<file path="src/rtl/led_seq_pkg.sv">
// led_seq_pkg: mode and state encodings shared by the LED sequencer.
package led_seq_pkg;
    typedef enum logic [1:0] {FILL = 2'd0, DOT = 2'd1, BOUNCE = 2'd2, BLINK = 2'd3} mode_e;
    typedef enum logic [1:0] {IDLE = 2'd0, RUN = 2'd1, DONE = 2'd2} state_e;

    function automatic int steps_for(mode_e m, int led_w, int blinks);
        return m == BLINK ? 2 * blinks : m == BOUNCE ? 2 * (led_w - 1) : led_w - 1;
    endfunction
endpackage

</file>
<file path="src/rtl/led_sequencer_tick_divider.sv">
// tick_divider: free-running prescaler that strobes tick while count sits at DIV-1.
module tick_divider #(
    parameter int DIV = 4
) (
    input  logic clk,
    input  logic reset,
    input  logic en,
    input  logic restart,
    output logic tick
);
    localparam int CW = $clog2(DIV);
    localparam logic [CW-1:0] LAST = CW'(DIV - 1);

    logic [CW-1:0] cnt, cnt_d;

    always_comb cnt_d = (restart || !en || cnt == LAST) ? '0 : cnt + 1'b1;

    // tick is registered so it is high exactly in the cycle where cnt == LAST
    always_ff @(posedge clk) begin
        if (reset) begin
            cnt  <= '0;
            tick <= 1'b0;
        end else begin
            cnt  <= cnt_d;
            tick <= en && !restart && cnt_d == LAST;
        end
    end
endmodule

</file>
<file path="src/rtl/led_sequencer.sv">
// led_sequencer: runs one of four LED patterns, one step per prescaled tick.
module led_sequencer
    import led_seq_pkg::*;
#(
    parameter int LED_W   = 8,
    parameter int CLK_HZ  = 100000000,
    parameter int STEP_MS = 500,
    parameter int BLINKS  = 3
) (
    input  logic             clk,
    input  logic             reset,
    input  logic             clear,
    input  logic             start,
    input  logic [1:0]       mode,
    output logic [LED_W-1:0] led,
    output logic             busy,
    output logic             done,
    output logic             tick
);
    localparam int DIV  = CLK_HZ / 1000 * STEP_MS;
    localparam int MAXS = (2 * (LED_W - 1) > 2 * BLINKS) ? 2 * (LED_W - 1) : 2 * BLINKS;
    localparam int SW   = $clog2(MAXS + 1);

    state_e            state_q, state_d;
    mode_e             mode_q, mode_d;
    logic [SW-1:0]     step_q, step_d, last_step;
    logic [LED_W-1:0]  led_d, led_step, led_init;
    logic              done_d;

    tick_divider #(.DIV(DIV)) u_div (
        .clk     (clk),
        .reset   (reset),
        .en      (state_q == RUN),
        .restart (clear || start),
        .tick    (tick)
    );

    always_comb begin
        last_step = SW'(steps_for(mode_q, LED_W, BLINKS) - 1);
        led_init  = mode_e'(mode) == BLINK ? '1 : LED_W'(1);
        // bounce direction follows from how many steps have been taken
        led_step  = mode_q == FILL ? {led[LED_W-2:0], 1'b1} :
                    mode_q == DOT  ? led << 1 :
                    mode_q == BOUNCE ? (step_q < SW'(LED_W - 1) ? led << 1 : led >> 1) :
                    ~led;
    end

    always_comb begin
        state_d = state_q;
        mode_d  = mode_q;
        step_d  = step_q;
        led_d   = led;
        done_d  = 1'b0;
        if (clear) begin
            state_d = IDLE;
            step_d  = '0;
            led_d   = '0;
        end else if (start) begin
            state_d = RUN;
            mode_d  = mode_e'(mode);
            step_d  = '0;
            led_d   = led_init;
        end else if (state_q == RUN && tick) begin
            led_d   = led_step;
            step_d  = step_q + 1'b1;
            if (step_q == last_step) begin
                state_d = DONE;
                done_d  = 1'b1;
            end
        end
    end

    always_ff @(posedge clk) begin
        if (reset) begin
            state_q <= IDLE;
            mode_q  <= FILL;
            step_q  <= '0;
            led     <= '0;
            busy    <= 1'b0;
            done    <= 1'b0;
        end else begin
            state_q <= state_d;
            mode_q  <= mode_d;
            step_q  <= step_d;
            led     <= led_d;
            busy    <= state_d == RUN;
            done    <= done_d;
        end
    end
endmodule

</file>
<file path="config.mk">
export PLATFORM = sky130hd
export DESIGN_NAME = led_sequencer
export DESIGN_NICKNAME = d
export VERILOG_FILES = /design/src/rtl/led_seq_pkg.sv /design/src/rtl/led_sequencer_tick_divider.sv /design/src/rtl/led_sequencer.sv
export SDC_FILE = /design/constraint.sdc
export NUM_CORES = 1
export LEC_CHECK = 0
export CAP_MARGIN = 15
export CELL_PAD_IN_SITES_DETAIL_PLACEMENT = 1
export CELL_PAD_IN_SITES_GLOBAL_PLACEMENT = 1
export CORE_ASPECT_RATIO = 0.8
export CORE_UTILIZATION = 44
export CTS_BUF_LIST = sky130_fd_sc_hd__clkbuf_16
export DETAILED_ROUTE_END_ITERATION = 7
export PLACE_DENSITY = 0.86
export REMOVE_ABC_BUFFERS = 1
export SYNTH_ARGS = -nofsm -noshare
export SYNTH_HDL_FRONTEND = slang
export SYNTH_SLANG_ARGS = --single-unit
</file>
<file path="constraint.sdc">
create_clock -name clk -period 3.3 [get_ports clk]
set_clock_uncertainty 0.1 [all_clocks]
set_input_delay 0.66 -clock clk [delete_from_list [all_inputs] [get_ports clk]]
set_output_delay 0.66 -clock clk [all_outputs]
set_load 0.02 [all_outputs]
</file>
==> impl_metrics.tcl, run 1 <==
set metrics [dict create \
    cts_tree "done" \
    clkSinkCount 45 \
    synth-main-ff-cell "dfxtp_1" \
    setup_tns_ns 0 \
    core_area_um2 5180 \
    ant_nets 0 \
    yosysTopAreaCellShare 0.367 \
    ios 17 \
    reg2reg_setup_slack_ns 0.84 \
    run_status "finished clean" \
    route.detailed.drc 0 \
    reg2regPathDepth 7 \
    ys_types 54 \
    syn_avg_cell_area_um2 8.07 \
    fin_crit_sh 0.823 \
    post_cts_buffers 0 \
    wl_per_cell_um 16.8 \
    gr-total-overflow 0 \
    fin_nets 324 \
    grtUsageMet2 0.369 \
    vias 2222 \
    synthTopCellsByArea "dfxtp_1 37%, nor2_1 7.2%, xor2_1 6.1%, o21ai_0 3.9%, xnor2_1 3.6%" \
    clkTransAtPathRegs_ns 0.06 \
    crit_type "input pin to flop" \
    die-area_um2 5880 \
    insertion_delay_ns 0.28 \
    die_w_um 85.5 \
    ff_latch_area_um2 901 \
    peakVddDrop_v 0.000233 \
    grt.met3_usage 0.0452 \
    syn_area_um2 2450 \
    crit_fanout 25 \
    grt_pass1_wl_um 10500 \
    synth_edf_count 0 \
    cts_max_level 2 \
    min_to "u_div.cnt[0]" \
    async_flop_share 0 \
    power_density_nw_per_um2 420 \
    critPathCaptureType "flop" \
    first_iter_violations 121 \
    dpl.hpwl_um 4550 \
    holdBufCountCts 0 \
    ys_ff_latch 45 \
    r2r_start "u_div.cnt[0]" \
    drt_wl_total_um 6390 \
    syn_inst 304 \
    dr.pass1.iters 4 \
    timing.rr.end "u_div.tick" \
    critPathLaunchType "input pin" \
    hold_depth 1 \
    cellLeakagePower_nw 0.934 \
    gp_congestion 0.838 \
    synth_top_cell_by_area "dfxtp_1" \
    ys_seq_area_frac 0.367 \
    drv_slew 0 \
    cp.arrival_ns 2.82 \
    diodes 0 \
    cp_data_required_time_ns 3.40 \
    worst_slew_pin_slew_ns 0.841 \
    grt_max_degree 26 \
    initial_core_util 0.474 \
    clk_path_buf_depth 2 \
    fmax_ghz 0.368 \
    period_needed_ns 2.72 \
    yosysWarnings 0 \
    via_per_inst 5.86 \
    drive_gt1_frac 0.0757 \
    met1_usage 0.324 \
    cts_root_buf "clkbuf_16" \
    hold_class "flop to flop" \
    cts_buffers 5 \
    multi_input_area_um2 1430 \
    ctsResizeCount 0 \
    die_y_um 68.8 \
    slew_headroom 0.439 \
    grtUsageTotal 0.233 \
    gr-max-usage-layer "met2" \
    hp-start "u_div.cnt[0]" \
    nFillCells 620 \
    finalHoldViolations 0 \
    antenna_found_initial 0 \
    fin_util 0.545 \
    rows 23 \
    drv_cap 0 \
    port_buffers 16 \
    grt_setup_unrepaired "no" \
    grt_pass1_vias 2080 \
    area_delta_synth_final_pct 15.1 \
    hold_slack_ns 0.429 \
    final-setup-viol-count 0 \
]
critical path: stages:
cell	delay, ns
clkdlybuf4s50_1	0.42
or3_1	0.49
or3b_1	0.47
a21o_1	0.48
a21oi_1	0.29
per-stage QoR:
step           instance area [um^2]  instances  worst slack [ns]  power (W)
4_1_cts                        2830        379             0.590    0.00120
3_5_place_dp                   2650        371             0.310   0.000629
5_1_grt                        2830        379             0.459    0.00123
2_1_floorplan                  2370        287              1.08   0.000597
6_report                       2830        379             0.583    0.00119
3_3_place_gp                   2650        371             0.421   0.000627
layer usage:
layer  up-vias  wire (um)
met5         -          0
met4         0         57
met3         4        152
met2        25       2870
met1      1094       3310
li1       1099          -
sequential cells by signal, indices dropped and copies added (netlist names):
register    flops
step_q          4
busy            1
u_div.cnt      26
mode_q          2
u_div.tick      1
done            1
state_q         2
led             8
synthesized netlist by cell type (3+ instances only):
master and instances:
nor2_1 47, dfxtp_1 45, nand2_1 21, o21ai_0 19, xor2_1 17, a21oi_1 13
nor3_1 12, clkbuf_1 11, inv_1 11, nand3_1 10, xnor2_1 10, nand4_1 9
a31oi_1 7, a211oi_1 5, and3_1 5, nor2b_1 5, mux2i_1 4, nor4_1 3
cell usage in the layout, fill, tap and decap left out, types with 6 or more instances in the layout:
cell,instances
a21oi_1,13
nor3_1,12
dfxtp_1,45
nand4_1,9
nand3_1,10
xnor2_1,10
clkdlybuf4s50_1,16
o21ai_0,19
xor2_1,17
nor2_1,47
nand2_1,21
buf_4,6
inv_1,11
a31oi_1,7
worst max path at each step:
| stage | start | endpoint | slack, ns | cells past startpoint |
|---|---|---|---|---|
| after detailed placement | start | u_div.cnt[2] | 0.31 | 5 |
| after global routing | start | u_div.cnt[7] | 0.46 | 5 |
| final | start | u_div.cnt[7] | 0.58 | 5 |
| after CTS | start | u_div.cnt[7] | 0.59 | 5 |
| after floorplan | start | u_div.cnt[2] | 1.08 | 4 |
| after global placement | start | u_div.cnt[2] | 0.42 | 5 |
power breakdown:
group	switching [W]	leakage [nW]	internal, W
Combinational	0.0000297	0.490	0.0000273
Sequential	0.0000109	0.364	0.000549
Clock	0.000212	0.0800	0.000358
Total	0.000252	0.934	0.000935
layout make-up:
cell class,count,share of cell area
clock buffers,5,0.0443
clock inverters,3,0.0164
inverters,11,0.0146
multi-input cells,231,0.506
flip-flops and latches,45,0.319
well taps,62,0.0275
repair buffers,22,0.0726
kinds of logic (layout without fill, tap and decap cells):
logic type | after synthesis | count (layout) | synth area share
multiplexers | 5 | 5 | 0.0209
flip-flops | 45 | 45 | 0.367
AO/OA/AOI/OAI | 58 | 58 | 0.145
AND/OR/NAND/NOR | 139 | 139 | 0.310
XOR/XNOR | 27 | 27 | 0.0964
adder cells (fa/ha/maj) | 2 | 2 | 0.0102
buffers and inverters | 28 | 41 | 0.0505
Note: power is estimated with default switching activity, not from simulation.
==> run 2, diff against run 1 <==
Clock period 3.3 ns to 2.64 ns, I/O delays scaled along.
==> run 2 against run 1 <==
Compared with the run above: non-clock buffer count is 5 higher; first-iteration DRC count is 9.1% higher; worst hold slack worse by 0.016 ns; die area stayed put; critical path depth is 2 higher; via count is 1.4% higher; sequential power is 24% higher; cell count is 1.3% higher; register-to-register slack worse by 0.59 ns; clock power is 5.8% higher; largest cell class unchanged.
==> impl_metrics.tcl, run 2 (same netlist as run 1, synthesis figures left out) <==
set metrics [dict create \
    run_status "finished clean" \
    post_cts_buffers 0 \
    critPathCaptureType "flop" \
    slew_headroom 0.700 \
    period_needed_ns 2.39 \
    gp_congestion 0.824 \
    die_w_um 85.5 \
    first_iter_violations 132 \
    cts_root_buf "clkbuf_16" \
    fin_nets 329 \
    grt_pass1_wl_um 10700 \
    cp.arrival_ns 2.52 \
    hold_slack_ns 0.413 \
    largest_reg_flops 26 \
    cts_tree "done" \
    ant_nets 0 \
    clkSinkCount 45 \
    hold_class "flop to flop" \
    diodes 0 \
    gr-total-overflow 0 \
    port_buffers 16 \
    worst_slew_pin_slew_ns 0.439 \
    cts_max_level 2 \
    drv_cap 0 \
    insertion_delay_ns 0.29 \
    holdBufCountCts 0 \
    critPathLaunchType "flop" \
    fin_cells 384 \
    dr.pass1.iters 4 \
    die_y_um 68.8 \
    wl_per_cell_um 17.2 \
    grt_max_degree 26 \
    place_inst 376 \
    die-area_um2 5880 \
    area_delta_synth_final_pct 15.9 \
    antenna_found_initial 0 \
    drt_wl_total_um 6610 \
    mostFrequentLayoutCell "nor2_1" \
    grtUsageTotal 0.238 \
    power_density_nw_per_um2 485 \
    reg2regPathDepth 7 \
    peakVddDrop_v 0.000218 \
    final_cell_mix "47 x nor2_1, 45 x dfxtp_1, 21 x nand2_1" \
    reg_top3 "u_div.cnt (26), led (8), step_q (4)" \
    dpl.hpwl_um 4590 \
    grt_setup_unrepaired "no" \
    grt_pass1_vias 2123 \
    fmax_ghz 0.419 \
    setup_tns_ns 0 \
    rows 23 \
    drive_gt1_frac 0.0870 \
    ctsResizeCount 0 \
    finalPower_w 0.00138 \
    nFillCells 631 \
    clk_path_buf_depth 2 \
    ios 17 \
    fin_crit_sh 0.905 \
    cts_buffers 5 \
    hold_depth 1 \
    finalHoldViolations 0 \
    via_per_inst 5.87 \
    largest-register "u_div.cnt" \
    drv_slew 0 \
    route.detailed.drc 0 \
    final-setup-viol-count 0 \
    crit_type "flop to flop" \
    initial_core_util 0.474 \
    crit_fanout 6 \
    cp_data_required_time_ns 2.77 \
    clkTransAtPathRegs_ns 0.06 \
    cellLeakagePower_nw 0.960 \
    vias 2253 \
    core_area_um2 5180 \
]
run 2: cell type report:
cell class | instances | area (um^2) | share of cell area
multi-input combinational | 231 | 1430 | 0.503
sequential | 45 | 901 | 0.317
timing repair buffer | 27 | 255 | 0.0898
clock buffer | 5 | 125 | 0.0440
tap | 62 | 77.6 | 0.0273
inverter | 11 | 41.3 | 0.0145
clock inverter | 3 | 13.8 | 0.00484
run 2: metrics by stage:
step	utilization	worst slack, ns	cell area [um^2]
floorplan	-	0.549	2370
global placement	0.522	0.243	2700
detailed placement	0.522	0.152	2700
CTS	0.549	0.248	2840
global route	0.549	0.127	2840
finish	0.549	0.251	2840
run 2: worst max-delay path, cell delays in order, from the launching register on:
cell      delay, ns
dfxtp_1        0.44
ha_1           0.25
nand3_2        0.17
or3_4          0.40
mux2_2         0.29
o22a_1         0.22
a221oi_1       0.26
and4b_1        0.23
run 2: metal layers:
| metal | up-vias | global-route usage | routed length (um) |
|---|---|---|---|
| met5 | - | 0 | 0 |
| met4 | 0 | 0.0563 | 53 |
| met3 | 6 | 0.0429 | 269 |
| met2 | 42 | 0.371 | 2920 |
| met1 | 1092 | 0.343 | 3370 |
| li1 | 1113 | - | - |
run 2: final timing paths:
path                                endpoint          from  slack [ns]
worst max-delay path              u_div.tick  u_div.cnt[0]        0.25
worst min-delay path            u_div.cnt[0]  u_div.cnt[0]        0.41
worst max register to register    u_div.tick  u_div.cnt[0]        0.25
worst min register to register  u_div.cnt[0]  u_div.cnt[0]        0.41
run 2: power breakdown:
part           internal (W)  switching, W  total (W)
Combinational     0.0000364     0.0000421  0.0000785
Clock              0.000344      0.000259   0.000603
Sequential         0.000687     0.0000105   0.000697
==> run 3, diff against run 2 <==
Settings changed: CORE_ASPECT_RATIO 0.8 to 1.25.
==> run 3 against run 2 <==
Compared with the run above: total power is 15% higher; first-iteration DRC count is 33% lower; cell count is 1.6% higher; non-clock buffer count is 4 higher; routed wire length is 0.80% higher; maximum frequency is 7.2% lower; combinational power hardly changed; core utilization is 0.87 points lower; critical endpoint unchanged; largest cell class unchanged; highest routed layer unchanged.
==> impl_metrics.tcl, run 3 (same netlist as run 1, synthesis figures left out) <==
set metrics [dict create \
    first_iter_violations 88 \
    cp_cell_sequence "nand3_1 -> nor4_4 -> and4b_1 -> a31oi_1 -> a2111oi_1 -> and4b_1" \
    final_cell_mix "47 x nor2_1, 45 x dfxtp_1, 21 x nand2_1" \
    p_seq_frac 0.438 \
    worst_slew_pin_slew_ns 0.622 \
    final_cell_area_um2 2920 \
    clkSinkCount 45 \
    setup_tns_ns 0 \
    hold_depth 1 \
    die-area_um2 5880 \
    gp_congestion 0.815 \
    cp_slowest_cell "a2111oi_1" \
    power_density_nw_per_um2 545 \
    insertion_delay_ns 0.29 \
    nFillCells 645 \
    die_y_um 85.5 \
    route.detailed.drc 0 \
    largest-register "u_div.cnt" \
    ios 17 \
    internal_power_w 0.00127 \
    die_w_um 68.8 \
    cp.arrival_ns 2.69 \
    slowest_delay_ns 0.64 \
    dr.pass1.iters 4 \
    vias 2319 \
    multi_input_area_um2 1430 \
    cts_max_level 2 \
    grt_setup_unrepaired "no" \
    run_status "finished clean" \
    drive_gt1_frac 0.101 \
    finalHoldViolations 0 \
    cts_buffers 5 \
    drv_cap 0 \
    reg2reg_setup_slack_ns 0.07 \
    cellLeakagePower_nw 0.992 \
    drv_slew 0 \
    pwr-share-clk 0.512 \
    hp-start "led[7]" \
    cts_tree "done" \
    period_needed_ns 2.57 \
    fmax_ghz 0.388 \
    area_delta_synth_final_pct 19.0 \
    grt_pass1_wl_um 10700 \
    core_area_um2 5410 \
    fin_nets 333 \
    clk_path_buf_depth 2 \
    largest_reg_flops 26 \
    critPathLaunchType "flop" \
    grt_pass1_vias 2316 \
    holdBufCountCts 0 \
    crit_type "flop to flop" \
    critPathCaptureType "flop" \
    p_comb_frac 0.050 \
    wl_per_cell_um 17.1 \
    ff_latch_area_um2 901 \
    ant_nets 0 \
    hold_slack_ns 0.446 \
    fin_crit_sh 0.975 \
    hold_class "flop to flop" \
    port_buffers 16 \
    reg_top3 "u_div.cnt (26), led (8), step_q (4)" \
    dpl.hpwl_um 4650 \
    min_to "led[7]" \
    r2r_start "u_div.cnt[9]" \
    path_common_cell "and4b_1" \
    grt_max_degree 18 \
    diodes 0 \
    crit_fanout 6 \
    reg2regPathDepth 6 \
    drt_wl_total_um 6660 \
    via_per_inst 5.95 \
    antenna_found_initial 0 \
    p_sw_frac 0.203 \
    initial_core_util 0.454 \
    rows 30 \
    cts_root_buf "clkbuf_16" \
    grtUsageTotal 0.239 \
    mostFrequentLayoutCell "nor2_1" \
    p_sw_w 0.000323 \
    gr-total-overflow 0 \
    timing.rr.end "u_div.tick" \
    slew_headroom 0.584 \
    final-setup-viol-count 0 \
    peakVddDrop_v 0.000332 \
    cp_data_required_time_ns 2.76 \
    clkTransAtPathRegs_ns 0.06 \
    placed_area_um2 2720 \
]
-- run 3: cell types whose count changed in the layout (fill, tap and decap cells not counted), sizes merged --
cell,delta
clkinv,-2
bufinv,+2
buf,+4
-- run 3: worst max-delay path: cells and delay by family, from the launching register on --
kind / cells / cell delay (ns)
compound gates: 2 / 0.68
flops: 1 / 0.46
simple gates: 4 / 1.28
-- run 3: worst max path at each step --
stage / start / slack, ns / to
final: u_div.cnt[9] / 0.07 / u_div.tick
after detailed placement: start / 0.14 / u_div.tick
after global routing: u_div.cnt[0] / 0.007 / u_div.tick
after CTS: u_div.cnt[9] / 0.05 / u_div.tick
after global placement: start / 0.22 / u_div.cnt[7]
after floorplan: start / 0.55 / u_div.cnt[2]
-- run 3: power by group through the flow --
stage | Clock, W | Sequential, W | Combinational, W
floorplan | 0 | 0.000717 | 0.0000282
global placement | 0 | 0.000712 | 0.0000751
detailed placement | 0 | 0.000712 | 0.0000782
CTS | 0.000833 | 0.000697 | 0.0000793
global route | 0.000857 | 0.000698 | 0.0000861
finish | 0.000816 | 0.000697 | 0.0000788
-- run 3: repair_timing --
item | 4_1_cts | 5_1_grt
endpoints found under the setup margin | 0 | 1
setup buffers | 0 | 0
resized for setup | 0 | 1
endpoints found under the hold margin | 0 | 0
-- run 3: stage by stage --
step	setup slack [ns]	power, W	util	instances
finish	0.0653	0.00159	0.540	390
floorplan	0.549	0.000746	-	287
global placement	0.216	0.000787	0.504	382
global route	0.00668	0.00164	0.540	390
detailed placement	0.141	0.000790	0.504	382
CTS	0.0484	0.00161	0.540	390
-- run 3: layout make-up --
class,instances,share of cell area
clock buffer,5,0.0429
clock inverter,3,0.0236
inverter,11,0.0141
multi-input combinational,231,0.490
sequential,45,0.309
tap,64,0.0274
timing repair buffer,31,0.0934
-- run 3: routing by layer --
| layer | wire length (um) | GRT usage |
|---|---|---|
| met1 | 2760 | 0.265 |
| met2 | 3550 | 0.430 |
| met3 | 190 | 0.0439 |
| met4 | 160 | 0.0983 |
| met5 | 0 | 0 |
